===== src/rtl/pic_nchan.sv =====
// -----------------------------------------------------------------------------
// pic_nchan -- 8259A-compatible programmable interrupt controller, NUM_IRQ
// request lines (1..8), single mode, fixed priority (IRQ0 highest).
//
// Requests are latched into IRR, filtered by IMR, nested against ISR and
// presented to the CPU on oInt. A two-pulse INTA handshake moves the winning
// request from IRR to ISR and returns {vector base, channel} on oData. The
// standard ICW1/ICW2/ICW4 and OCW1/OCW2/OCW3 port accesses are decoded at
// IO_BASE (A1=0) and IO_BASE+1 (A1=1).
//
// Optional feature macro: PIC_LEVEL_TRIG_EN
//   defined   : ICW1 LTIM=1 switches every channel to level-triggered mode.
//   undefined : LTIM is stored but edge-triggered mode always applies.
//
// Bus handshake: iWr is a one-cycle strobe and the write takes effect at the
// clock edge that samples it; iRd is a level and read data is combinational
// for as long as it is held; iIntAck is a level per INTA bus cycle and only
// its rising edges (and the final falling edge) advance the INTA sequence.
//
// Ports
//   iClk      in   bus clock
//   iRstN     in   synchronous reset, active low
//   iAddr     in   CPU address [19:0], bits [15:0] decoded
//   iData     in   CPU write data
//   iWr       in   IO write strobe (one-cycle pulse)
//   iRd       in   IO read strobe (level)
//   iIrq      in   request lines, synchronous to iClk
//   iIntAck   in   high for the duration of each INTA bus cycle
//   oInt      out  INTR to the CPU (registered)
//   oSel      out  read-mux select (combinational)
//   oData     out  register read data or interrupt vector (combinational)
//   oDbg      out  debug state {ltim, init_state[1:0], inta_state[1:0]}
// -----------------------------------------------------------------------------
module pic_nchan #(
  parameter int          NUM_IRQ    = 8,
  parameter logic [15:0] IO_BASE    = 16'h0020,
  parameter logic [7:0]  VECTOR_RST = 8'h08
) (
  input  logic               iClk,
  input  logic               iRstN,
  input  logic [19:0]        iAddr,
  input  logic [7:0]         iData,
  input  logic               iWr,
  input  logic               iRd,
  input  logic [NUM_IRQ-1:0] iIrq,
  input  logic               iIntAck,
  output logic               oInt,
  output logic               oSel,
  output logic [7:0]         oData,
  output logic [4:0]         oDbg
);

  // Mask of implemented channels; all internal vectors are 8 bits wide and
  // unimplemented positions are held at zero.
  localparam logic [15:0] IMPL_W = (16'd1 << NUM_IRQ) - 16'd1;
  localparam logic [7:0]  IMPL   = IMPL_W[7:0];

  typedef enum logic [1:0] {
    READY  = 2'd0,
    W_ICW2 = 2'd1,
    W_ICW4 = 2'd2
  } init_t;

  typedef enum logic [1:0] {
    IDLE = 2'd0,
    ACK1 = 2'd1,
    ACK2 = 2'd2
  } inta_t;

  // ---------------------------------------------------------------------------
  // State
  // ---------------------------------------------------------------------------
  init_t      init_q,   init_d;
  inta_t      inta_q,   inta_d;
  logic [7:0] imr_q,    imr_d;
  logic [7:0] irr_q,    irr_d;
  logic [7:0] isr_q,    isr_d;
  logic [7:0] prev_q,   prev_d;     // request-line history for edge detect
  logic [4:0] vb_q,     vb_d;       // vector base (ICW2 bits 7:3)
  logic [2:0] ackn_q,   ackn_d;     // channel latched at first INTA edge
  logic       rd_isr_q, rd_isr_d;   // 0: A1=0 reads IRR, 1: reads ISR
  logic       ltim_q,   ltim_d;
  logic       ic4_q,    ic4_d;
  logic       int_q,    int_d;
  logic       ack_prev_q;

  // ---------------------------------------------------------------------------
  // Decode and priority
  // ---------------------------------------------------------------------------
  logic [7:0] irq8;
  logic       hit, a1, wr;
  logic       is_icw1, is_ocw2, is_ocw3, is_data;
  logic [7:0] req;
  logic [2:0] pend, isr_top;
  logic       pend_valid, isr_any;
  logic       ack_rise, ack_fall, take;
  logic       level;
  logic       unused_addr;

  always_comb begin
    irq8 = 8'h00;
    for (int i = 0; i < NUM_IRQ; i++) irq8[i] = iIrq[i];
  end

  assign hit     = (iAddr[15:1] == IO_BASE[15:1]);
  assign a1      = iAddr[0];
  assign wr      = iWr & hit;
  assign is_icw1 = wr & ~a1 & iData[4];
  assign is_ocw2 = wr & ~a1 & (iData[4:3] == 2'b00);
  assign is_ocw3 = wr & ~a1 & (iData[4:3] == 2'b01);
  assign is_data = wr & a1;

  assign unused_addr = ^iAddr[19:16];

  assign req = irr_q & ~imr_q & IMPL;

  // Lowest set index wins: scan from the top so the last match is the lowest.
  always_comb begin
    pend       = 3'd0;
    pend_valid = 1'b0;
    isr_top    = 3'd0;
    isr_any    = 1'b0;
    for (int i = 7; i >= 0; i--) begin
      if (req[i]) begin
        pend       = 3'(i);
        pend_valid = 1'b1;
      end
      if (isr_q[i]) begin
        isr_top = 3'(i);
        isr_any = 1'b1;
      end
    end
  end

  assign ack_rise = iIntAck & ~ack_prev_q;
  assign ack_fall = ~iIntAck & ack_prev_q;
  assign take     = (inta_q == IDLE) & ack_rise;

`ifdef PIC_LEVEL_TRIG_EN
  assign level = ltim_q;
`else
  assign level = 1'b0;
`endif

  // ---------------------------------------------------------------------------
  // Next-state logic
  // ---------------------------------------------------------------------------
  logic [7:0] irr_set, irr_clr, isr_set, isr_clr;

  always_comb begin
    init_d   = init_q;
    inta_d   = inta_q;
    imr_d    = imr_q;
    vb_d     = vb_q;
    ackn_d   = ackn_q;
    rd_isr_d = rd_isr_q;
    ltim_d   = ltim_q;
    ic4_d    = ic4_q;
    prev_d   = irq8;
    irr_clr  = 8'h00;
    isr_set  = 8'h00;
    isr_clr  = 8'h00;

    // INTA sequence. The first edge commits the acknowledge; with nothing
    // pending it answers spurious channel 7 and leaves ISR/IRR alone.
    unique case (inta_q)
      IDLE: begin
        if (ack_rise) begin
          inta_d = ACK1;
          if (pend_valid) begin
            ackn_d  = pend;
            isr_set = 8'b1 << pend;
            irr_clr = 8'b1 << pend;
          end else begin
            ackn_d  = 3'd7;
          end
        end
      end
      ACK1:    if (ack_rise) inta_d = ACK2;
      ACK2:    if (ack_fall) inta_d = IDLE;
      default: inta_d = IDLE;
    endcase

    if (is_ocw2) begin
      if (iData == 8'h20 && isr_any) isr_clr = isr_clr | (8'b1 << isr_top);
      if (iData[7:3] == 5'b01100)    isr_clr = isr_clr | (8'b1 << iData[2:0]);
    end

    if (is_ocw3) begin
      if (iData[1:0] == 2'b10) rd_isr_d = 1'b0;
      if (iData[1:0] == 2'b11) rd_isr_d = 1'b1;
    end

    if (is_data) begin
      unique case (init_q)
        W_ICW2: begin
          vb_d   = iData[7:3];
          init_d = ic4_q ? W_ICW4 : READY;
        end
        W_ICW4:  init_d = READY;
        default: imr_d  = iData;
      endcase
    end

    // Edge mode latches 0->1 transitions; level mode latches any high line and
    // drops requests whose line went low before they were serviced.
    if (level) begin
      irr_set = irq8;
      irr_clr = irr_clr | (~irq8 & ~isr_q);
    end else begin
      irr_set = irq8 & ~prev_q;
    end

    // Set wins over clear on the same bit; EOI and INTA both apply.
    irr_d = ((irr_q & ~irr_clr) | irr_set) & IMPL;
    isr_d = ((isr_q & ~isr_clr) | isr_set) & IMPL;

    // oInt is withheld while an acknowledge is in flight, including the cycle
    // the first INTA edge is taken.
    int_d = pend_valid & (~isr_any | (pend < isr_top)) & (inta_q == IDLE) & ~take;

    // ICW1 restarts initialisation and overrides every other update.
    if (is_icw1) begin
      imr_d    = 8'h00;
      isr_d    = 8'h00;
      irr_d    = 8'h00;
      prev_d   = 8'h00;
      rd_isr_d = 1'b0;
      ltim_d   = iData[3];
      ic4_d    = iData[0];
      init_d   = W_ICW2;
      int_d    = 1'b0;
    end
  end

  // ---------------------------------------------------------------------------
  // State registers
  // ---------------------------------------------------------------------------
  always_ff @(posedge iClk) begin
    if (!iRstN) begin
      init_q     <= READY;
      inta_q     <= IDLE;
      imr_q      <= 8'h00;
      irr_q      <= 8'h00;
      isr_q      <= 8'h00;
      prev_q     <= irq8;
      vb_q       <= VECTOR_RST[7:3];
      ackn_q     <= 3'd7;
      rd_isr_q   <= 1'b0;
      ltim_q     <= 1'b0;
      ic4_q      <= 1'b0;
      int_q      <= 1'b0;
      // Track the live INTA level so a reset inside a held INTA cycle does
      // not produce a phantom rising edge afterwards.
      ack_prev_q <= iIntAck;
    end else begin
      init_q     <= init_d;
      inta_q     <= inta_d;
      imr_q      <= imr_d;
      irr_q      <= irr_d;
      isr_q      <= isr_d;
      prev_q     <= prev_d;
      vb_q       <= vb_d;
      ackn_q     <= ackn_d;
      rd_isr_q   <= rd_isr_d;
      ltim_q     <= ltim_d;
      ic4_q      <= ic4_d;
      int_q      <= int_d;
      ack_prev_q <= iIntAck;
    end
  end

  // ---------------------------------------------------------------------------
  // Outputs
  // ---------------------------------------------------------------------------
  logic [2:0] vec_chan;

  // Before the first edge is taken the vector previews the channel that edge
  // will latch, so oData is meaningful from the first INTA cycle on.
  assign vec_chan = (inta_q != IDLE) ? ackn_q : (pend_valid ? pend : 3'd7);

  always_comb begin
    oData = 8'h00;
    if (iIntAck)         oData = {vb_q, vec_chan};
    else if (iRd && hit) oData = a1 ? (imr_q | ~IMPL) : (rd_isr_q ? isr_q : irr_q);
  end

  assign oSel = (iRd & hit) | iIntAck;
  assign oInt = int_q;
  assign oDbg = {ltim_q, init_q, inta_q};

endmodule


===== config.mk =====
export PLATFORM = sky130hd
export DESIGN_NAME = pic_nchan
export DESIGN_NICKNAME = d
export VERILOG_FILES = /design/src/rtl/pic_nchan.sv
export SDC_FILE = /design/constraint.sdc
export NUM_CORES = 1
export LEC_CHECK = 0
export BUFFER_PORTS_ARGS = -buffer_cell sky130_fd_sc_hd__buf_2
export CAP_MARGIN = 15
export CELL_PAD_IN_SITES_DETAIL_PLACEMENT = 0
export CELL_PAD_IN_SITES_GLOBAL_PLACEMENT = 1
export CORE_ASPECT_RATIO = 0.5
export CORE_MARGIN = 2
export CORE_UTILIZATION = 40
export CTS_BUF_LIST = sky130_fd_sc_hd__clkbuf_8
export DETAILED_ROUTE_END_ITERATION = 16
export GPL_ROUTABILITY_DRIVEN = 0
export PLACE_DENSITY = 0.88
export SETUP_SLACK_MARGIN = 0.02
export SLEW_MARGIN = 30
export SYNTH_ARGS = -nofsm -noshare
export SYNTH_HDL_FRONTEND = slang
export SYNTH_SLANG_ARGS = --single-unit

===== constraint.sdc =====
create_clock -name iClk -period 3.4 [get_ports iClk]
set_input_delay 0.34 -clock iClk [delete_from_list [all_inputs] [get_ports iClk]]
set_output_delay 0.34 -clock iClk [all_outputs]
set_load 0.02 [all_outputs]

==> results of run 1 <==
[cells in the mapped netlist (all sizes together) (7+ instances only)]
master	count	area share (%)
o21ai	11	2.0
and2	9	2.0
nand2	30	4.1
nand2b	19	4.3
a21oi	25	4.5
nor2	31	4.2
nand3	7	1.3
clkbuf	14	1.9
mux2i	22	8.0
nor2b	13	2.9
o31ai	12	3.3
dfxtp	49	36
nor3	8	1.4
[where the power goes]
part	total, mW	internal [mW]	leakage (nW)	switching, mW
registers	0.619	0.598	0.401	0.0209
clock network	0.369	0.165	0.0512	0.204
logic	0.251	0.102	0.813	0.149
[cell families after synthesis]
family          after synthesis  synth area share, %
simple gates                153                 30.2
buf+inv                      22                 3.22
mux                          23                 8.38
compound gates               81                 20.6
fa+ha+maj                     4                 1.81
xor+xnor                      1                0.317
flops                        49                 35.5
[flip-flops by register name (all words and copies together), names as in the netlist]
name	count
ack_prev_q	1
ackn_q	3
ic4_q	1
imr_q	8
init_q	2
inta_q	2
irr_q	8
isr_q	8
ltim_q	1
oInt	1
prev_q	8
rd_isr_q	1
vb_q	5
[routing by layer]
layer	up-vias	routed length, um	global-route usage [%]
li1	1311	-	-
met1	1254	3530	27.5
met2	87	3240	31.3
met3	11	432	3.10
met4	0	100	6.18
met5	-	0	0
[path summary, 6_finish.rpt]
check / endpoint / slack, ps
min: prev_q[3]$_DFF_P_ / 240
max reg2reg: oInt$_SDFF_PP0_ / 1180
min reg2reg: ackn_q[2]$_SDFFE_PN1P_ / 500
max: oData[0] / 1150
[area by class of cell]
type                    instances  area, sq um  area share [%]
inverters                       5         18.8           0.591
clock inverters                 2         13.8           0.434
well taps                      92          115            3.63
repair buffers                 53          270            8.51
flip-flops and latches         49          981            30.9
multi-input cells             262         1690            53.3
clock buffers                   6         82.6            2.60
[per-stage QoR]
stage	power [mW]	setup WS [ps]	util, %
after floorplan	0.793	1360	-
after global placement	0.872	1040	46.1
after detailed placement	0.879	1010	46.1
after CTS	1.24	1120	47.6
after global routing	1.30	944	47.6
final	1.24	1150	47.6
==> results.sh, run 1 <==
export IMPL_antenna_found_initial=0
export IMPL_min_period_over_period_pct=66.2
export IMPL_n_fill_cell=656
export IMPL_crit_cells=6
export IMPL_dr_pass1_iters=5
export IMPL_cts_setup_buffers=0
export IMPL_fp_dieH_um=62.8
export IMPL_rsz0062_at_grt="no"
export IMPL_irDropWorstVdd_uv=169
export IMPL_path_buf_inv=1
export IMPL_hold_ws_ps=242
export IMPL_vias_per_cell=5.68
export IMPL_synth_edf_count=0
export IMPL_cts_tree="built"
export IMPL_path_delay_family="compound AO/OA/AOI/OAI gates"
export IMPL_dieWidth_um=122
export IMPL_slew_viol_final=0
export IMPL_slowest_delay_ps=370
export IMPL_fin_crit_ps=2250
export IMPL_critPathMaxFanout=6
export IMPL_drc=0
export IMPL_fmax_mhz=444
export IMPL_grt_pass1_vias=2486
export IMPL_clk_latency_ps=310
export IMPL_crit_chain="nand2b_1 -> and4_1 -> a311o_1 -> o221ai_1 -> o31ai_1 -> buf_2"
export IMPL_cts_max_level=2
export IMPL_fin_tns_setup_ps=0
export IMPL_grt_usage_pct=19.7
export IMPL_path_class="register to primary output"
export IMPL_synthToLayoutAreaGrowth_pct=14.9
export IMPL_setup_viol=0
export IMPL_yosys_warnings=0
export IMPL_wl_per_cell_um=15.6
export IMPL_grt_start_max_net_pins=24
export IMPL_rows=21
export IMPL_synth_main_ff_cell="dfxtp_1"
export IMPL_clock_root_buffer="clkbuf_8"
export IMPL_numCtsBuffers=5
export IMPL_worst_slew_pin_slew_ps=643
export IMPL_initial_core_util_pct=41.4
export IMPL_num_io_pins=56
export IMPL_status="complete, no violations"
export IMPL_io_buffers=51
export IMPL_diodes=0
export IMPL_drive_above_1_share_pct=19.1
export IMPL_p_leak_nw=1.27
export IMPL_core_area_sq_mm=0.00667
export IMPL_dpl_cell_area_sq_mm=0.00308
export IMPL_r2r_start="irr_q[6]$_SDFF_PP0_"
export IMPL_hp_class="primary input to register"
export IMPL_final_cell_mix="buf_2 (51), dfxtp_1 (49), nor2_1 (31)"
export IMPL_synth_seq_area_share_pct=35.5
export IMPL_crit_arrival_ps=1910
export IMPL_stdcell_count=469
export IMPL_ff2ff_path_depth=8
export IMPL_nets=421
export IMPL_drtIter0Drc=180
export IMPL_syn_nets=378
export IMPL_cp_startpoint="imr_q[2]$_SDFFE_PP0P_"
export IMPL_async_reset_ff_share_pct=0
export IMPL_hold_viol_final=0
export IMPL_cts_buffer_depth=2
export IMPL_relSlewSlack_pct=56.7
export IMPL_ys_types=55
export IMPL_syn_avg_cell_area_sq_um=8.30
export IMPL_routed_wl_um=7300
export IMPL_cts_hold_buf=0
export IMPL_layout_commonest_cell="buf_2"
export IMPL_vias=2663
export IMPL_worst_ep_required_time_ps=3060
export IMPL_syn_inst=333
export IMPL_cp_start_kind="register"
export IMPL_min_path_cells=2
export IMPL_cts_resized=0
export IMPL_maxCapViolations=0
export IMPL_worstSetupEndpointType="primary output"
export IMPL_final_antenna_net_count=0
export IMPL_grt_pass1_wl_um=12000
export IMPL_path_clk_slew_ps=100
export IMPL_crit_path_top_delay_cell="a311o_1"
export IMPL_fin_skew_ps=7.86
export IMPL_design_area_sq_mm=0.00317
export IMPL_cellPowerDensity_mw_per_mm2=390
export IMPL_dpl_cell_count=461
export IMPL_gr_total_overflow=0
export IMPL_cts_sinks=49
export IMPL_hpwl_um=5700
export IMPL_die_area_sq_mm=0.00763
export IMPL_ys_ff_latch=49
export IMPL_syn_area_sq_mm=0.00276
export IMPL_min_from="iIrq[3]"
Note: power is estimated with default switching activity, not from simulation.
==> run 2: changes to the inputs <==
--- a/config.mk
+++ b/config.mk
@@ -11,11 +11,11 @@
 export CELL_PAD_IN_SITES_GLOBAL_PLACEMENT = 1
 export CORE_ASPECT_RATIO = 0.5
 export CORE_MARGIN = 2
-export CORE_UTILIZATION = 40
+export CORE_UTILIZATION = 38
 export CTS_BUF_LIST = sky130_fd_sc_hd__clkbuf_8
 export DETAILED_ROUTE_END_ITERATION = 16
 export GPL_ROUTABILITY_DRIVEN = 0
-export PLACE_DENSITY = 0.88
+export PLACE_DENSITY = 0.87
 export SETUP_SLACK_MARGIN = 0.02
 export SLEW_MARGIN = 30
 export SYNTH_ARGS = -nofsm -noshare
==> constraint.sdc (replaced) <==
create_clock -name iClk -period 1.87 [get_ports iClk]
set_input_delay 0.187 -clock iClk [delete_from_list [all_inputs] [get_ports iClk]]
set_output_delay 0.187 -clock iClk [all_outputs]
set_load 0.02 [all_outputs]
==> results.sh, run 2 (synthesis gave the netlist of run 1 again) <==
export IMPL_synthToLayoutAreaGrowth_pct=31.3
export IMPL_cts_sinks=49
export IMPL_min_path_cells=2
export IMPL_slowest_delay_ps=350
export IMPL_crit_path_top_delay_cell="dfxtp_2"
export IMPL_initial_core_util_pct=40.3
export IMPL_grt_pass1_vias=2771
export IMPL_fmax_mhz=503
export IMPL_die_area_sq_mm=0.00801
export IMPL_r2r_end="oInt$_SDFF_PP0_"
export IMPL_violations="negative setup slack"
export IMPL_dr_pass1_iters=4
export IMPL_drc=0
export IMPL_status="finished with violations"
export IMPL_num_io_pins=56
export IMPL_hp_class="primary input to register"
export IMPL_relSlewSlack_pct=74.0
export IMPL_cp_start_kind="register"
export IMPL_cts_buffer_depth=2
export IMPL_final_antenna_net_count=0
export IMPL_wl_per_cell_um=16.2
export IMPL_drive_above_1_share_pct=36.0
export IMPL_slew_viol_final=0
export IMPL_numCtsBuffers=5
export IMPL_antenna_found_initial=0
export IMPL_worstSetupEndpointType="primary output"
export IMPL_p_leak_nw=1.50
export IMPL_holdPathEnd="prev_q[3]$_DFF_P_"
export IMPL_setup_viol=2
export IMPL_nets=458
export IMPL_rsz0062_at_grt="yes"
export IMPL_grt_usage_pct=20.8
export IMPL_n_fill_cell=635
export IMPL_clock_root_buffer="clkbuf_8"
export IMPL_grt_pass1_wl_um=13400
export IMPL_path_buf_inv=1
export IMPL_diodes=0
export IMPL_power_mw=2.39
export IMPL_cts_tree="built"
export IMPL_gr_total_overflow=0
export IMPL_dieWidth_um=125
export IMPL_r2r_start="irr_q[6]$_SDFF_PP0_"
export IMPL_worst_slew_pin_slew_ps=387
export IMPL_path_delay_family="compound AO/OA/AOI/OAI gates"
export IMPL_cts_max_level=2
export IMPL_hold_viol_final=0
export IMPL_layout_commonest_cell="buf_2"
export IMPL_min_period_over_period_pct=106
export IMPL_routed_wl_um=8180
export IMPL_irDropWorstVdd_uv=301
export IMPL_grt_start_max_net_pins=25
export IMPL_io_buffers=51
export IMPL_stdcell_count=506
export IMPL_ff2ff_path_depth=8
export IMPL_cellPowerDensity_mw_per_mm2=660
export IMPL_fp_dieH_um=64.3
export IMPL_rrSetupSlack_ps=0
export IMPL_hpwl_um=6230
export IMPL_path_clk_slew_ps=90
export IMPL_finalWorstSetupSlack_ps=-117
export IMPL_maxCapViolations=0
export IMPL_vias=2845
export IMPL_rows=21
export IMPL_core_area_sq_mm=0.00686
export IMPL_final_cell_mix="buf_2 (50), buf_4 (36), dfxtp_1 (34)"
export IMPL_fin_skew_ps=13.1
export IMPL_path_class="register to primary output"
export IMPL_worst_ep_required_time_ps=1680
export IMPL_min_from="iIrq[3]"
export IMPL_crit_arrival_ps=1800
export IMPL_crit_chain="nand2b_4 -> and4_4 -> a311o_1 -> o221ai_1 -> o31ai_1 -> buf_2"
export IMPL_clk_latency_ps=310
export IMPL_critPathMaxFanout=5
export IMPL_drtIter0Drc=204
export IMPL_vias_per_cell=5.62
export IMPL_dpl_cell_count=494
export IMPL_fin_crit_ps=1990
export IMPL_preCtsSetupSlack_ps=-172
export IMPL_cts_hold_buf=0
==> run 2: how the worst max path moves through the flow <==
stage	startpoint	to	slack (ps)	cells past startpoint
detailed placement	irr_q[7]$_SDFF_PP0_	oInt$_SDFF_PP0_	-170	8
CTS	imr_q[3]$_SDFFE_PP0P_	oData[0]	-110	6
global placement	iData[3]	isr_q[5]$_SDFF_PP0_	-100	6
finish	imr_q[3]$_SDFFE_PP0P_	oData[0]	-120	6
global route	irr_q[6]$_SDFF_PP0_	oData[0]	-200	7
floorplan	iData[3]	isr_q[3]$_SDFF_PP0_	-20	6
==> run 2: final cells by class <==
cell class | count | area (sq um) | share of cell area, %
Multi-Input combinational cell | 262 | 1820 | 50.2
Sequential cell | 49 | 1000 | 27.6
Timing Repair Buffer | 90 | 574 | 15.8
Tap cell | 92 | 115 | 3.17
Clock buffer | 6 | 82.6 | 2.28
Inverter | 5 | 18.8 | 0.517
Clock inverter | 2 | 13.8 | 0.379
==> run 2: where the power goes <==
part           internal (mW)  switching, mW
Combinational          0.280          0.331
Sequential              1.09         0.0290
Clock                  0.301          0.366
==> run 2: metrics by stage <==
stage / TNS, ps / hold WS, ps / area [sq um] / util (%)
after floorplan: -34.4 / 215 / 2760 / -
after global placement: -280 / 405 / 3340 / 48.7
after detailed placement: -499 / 410 / 3340 / 48.7
after CTS: -107 / 98.7 / 3550 / 51.8
after global routing: -328 / 105 / 3630 / 52.9
final: -120 / 101 / 3630 / 52.9
==> run 2: what timing repair did <==
action / CTS / global route
gates resized for setup: 36 / 19
setup endpoints to repair: 9 / 11
setup buffers: 2 / 2
pin swaps: 9 / 6
==> run 2: worst reg2reg max path, stage by stage (launching register included) <==
cell      delay [ps]
dfxtp_2          340
nor2b_4          150
o211ai_1         130
a311oi_1         300
ha_1             280
o21a_1           180
o22ai_2          120
a21oi_2           60
nor4b_2          230
==> run 2: routing by layer <==
layer / up-vias / GRT usage [%] / wire [um]
met5: - / 0 / 0
met4: 0 / 7.02 / 145
met3: 13 / 3.43 / 585
met2: 113 / 33.7 / 3710
met1: 1343 / 28.3 / 3740
li1: 1376 / - / -
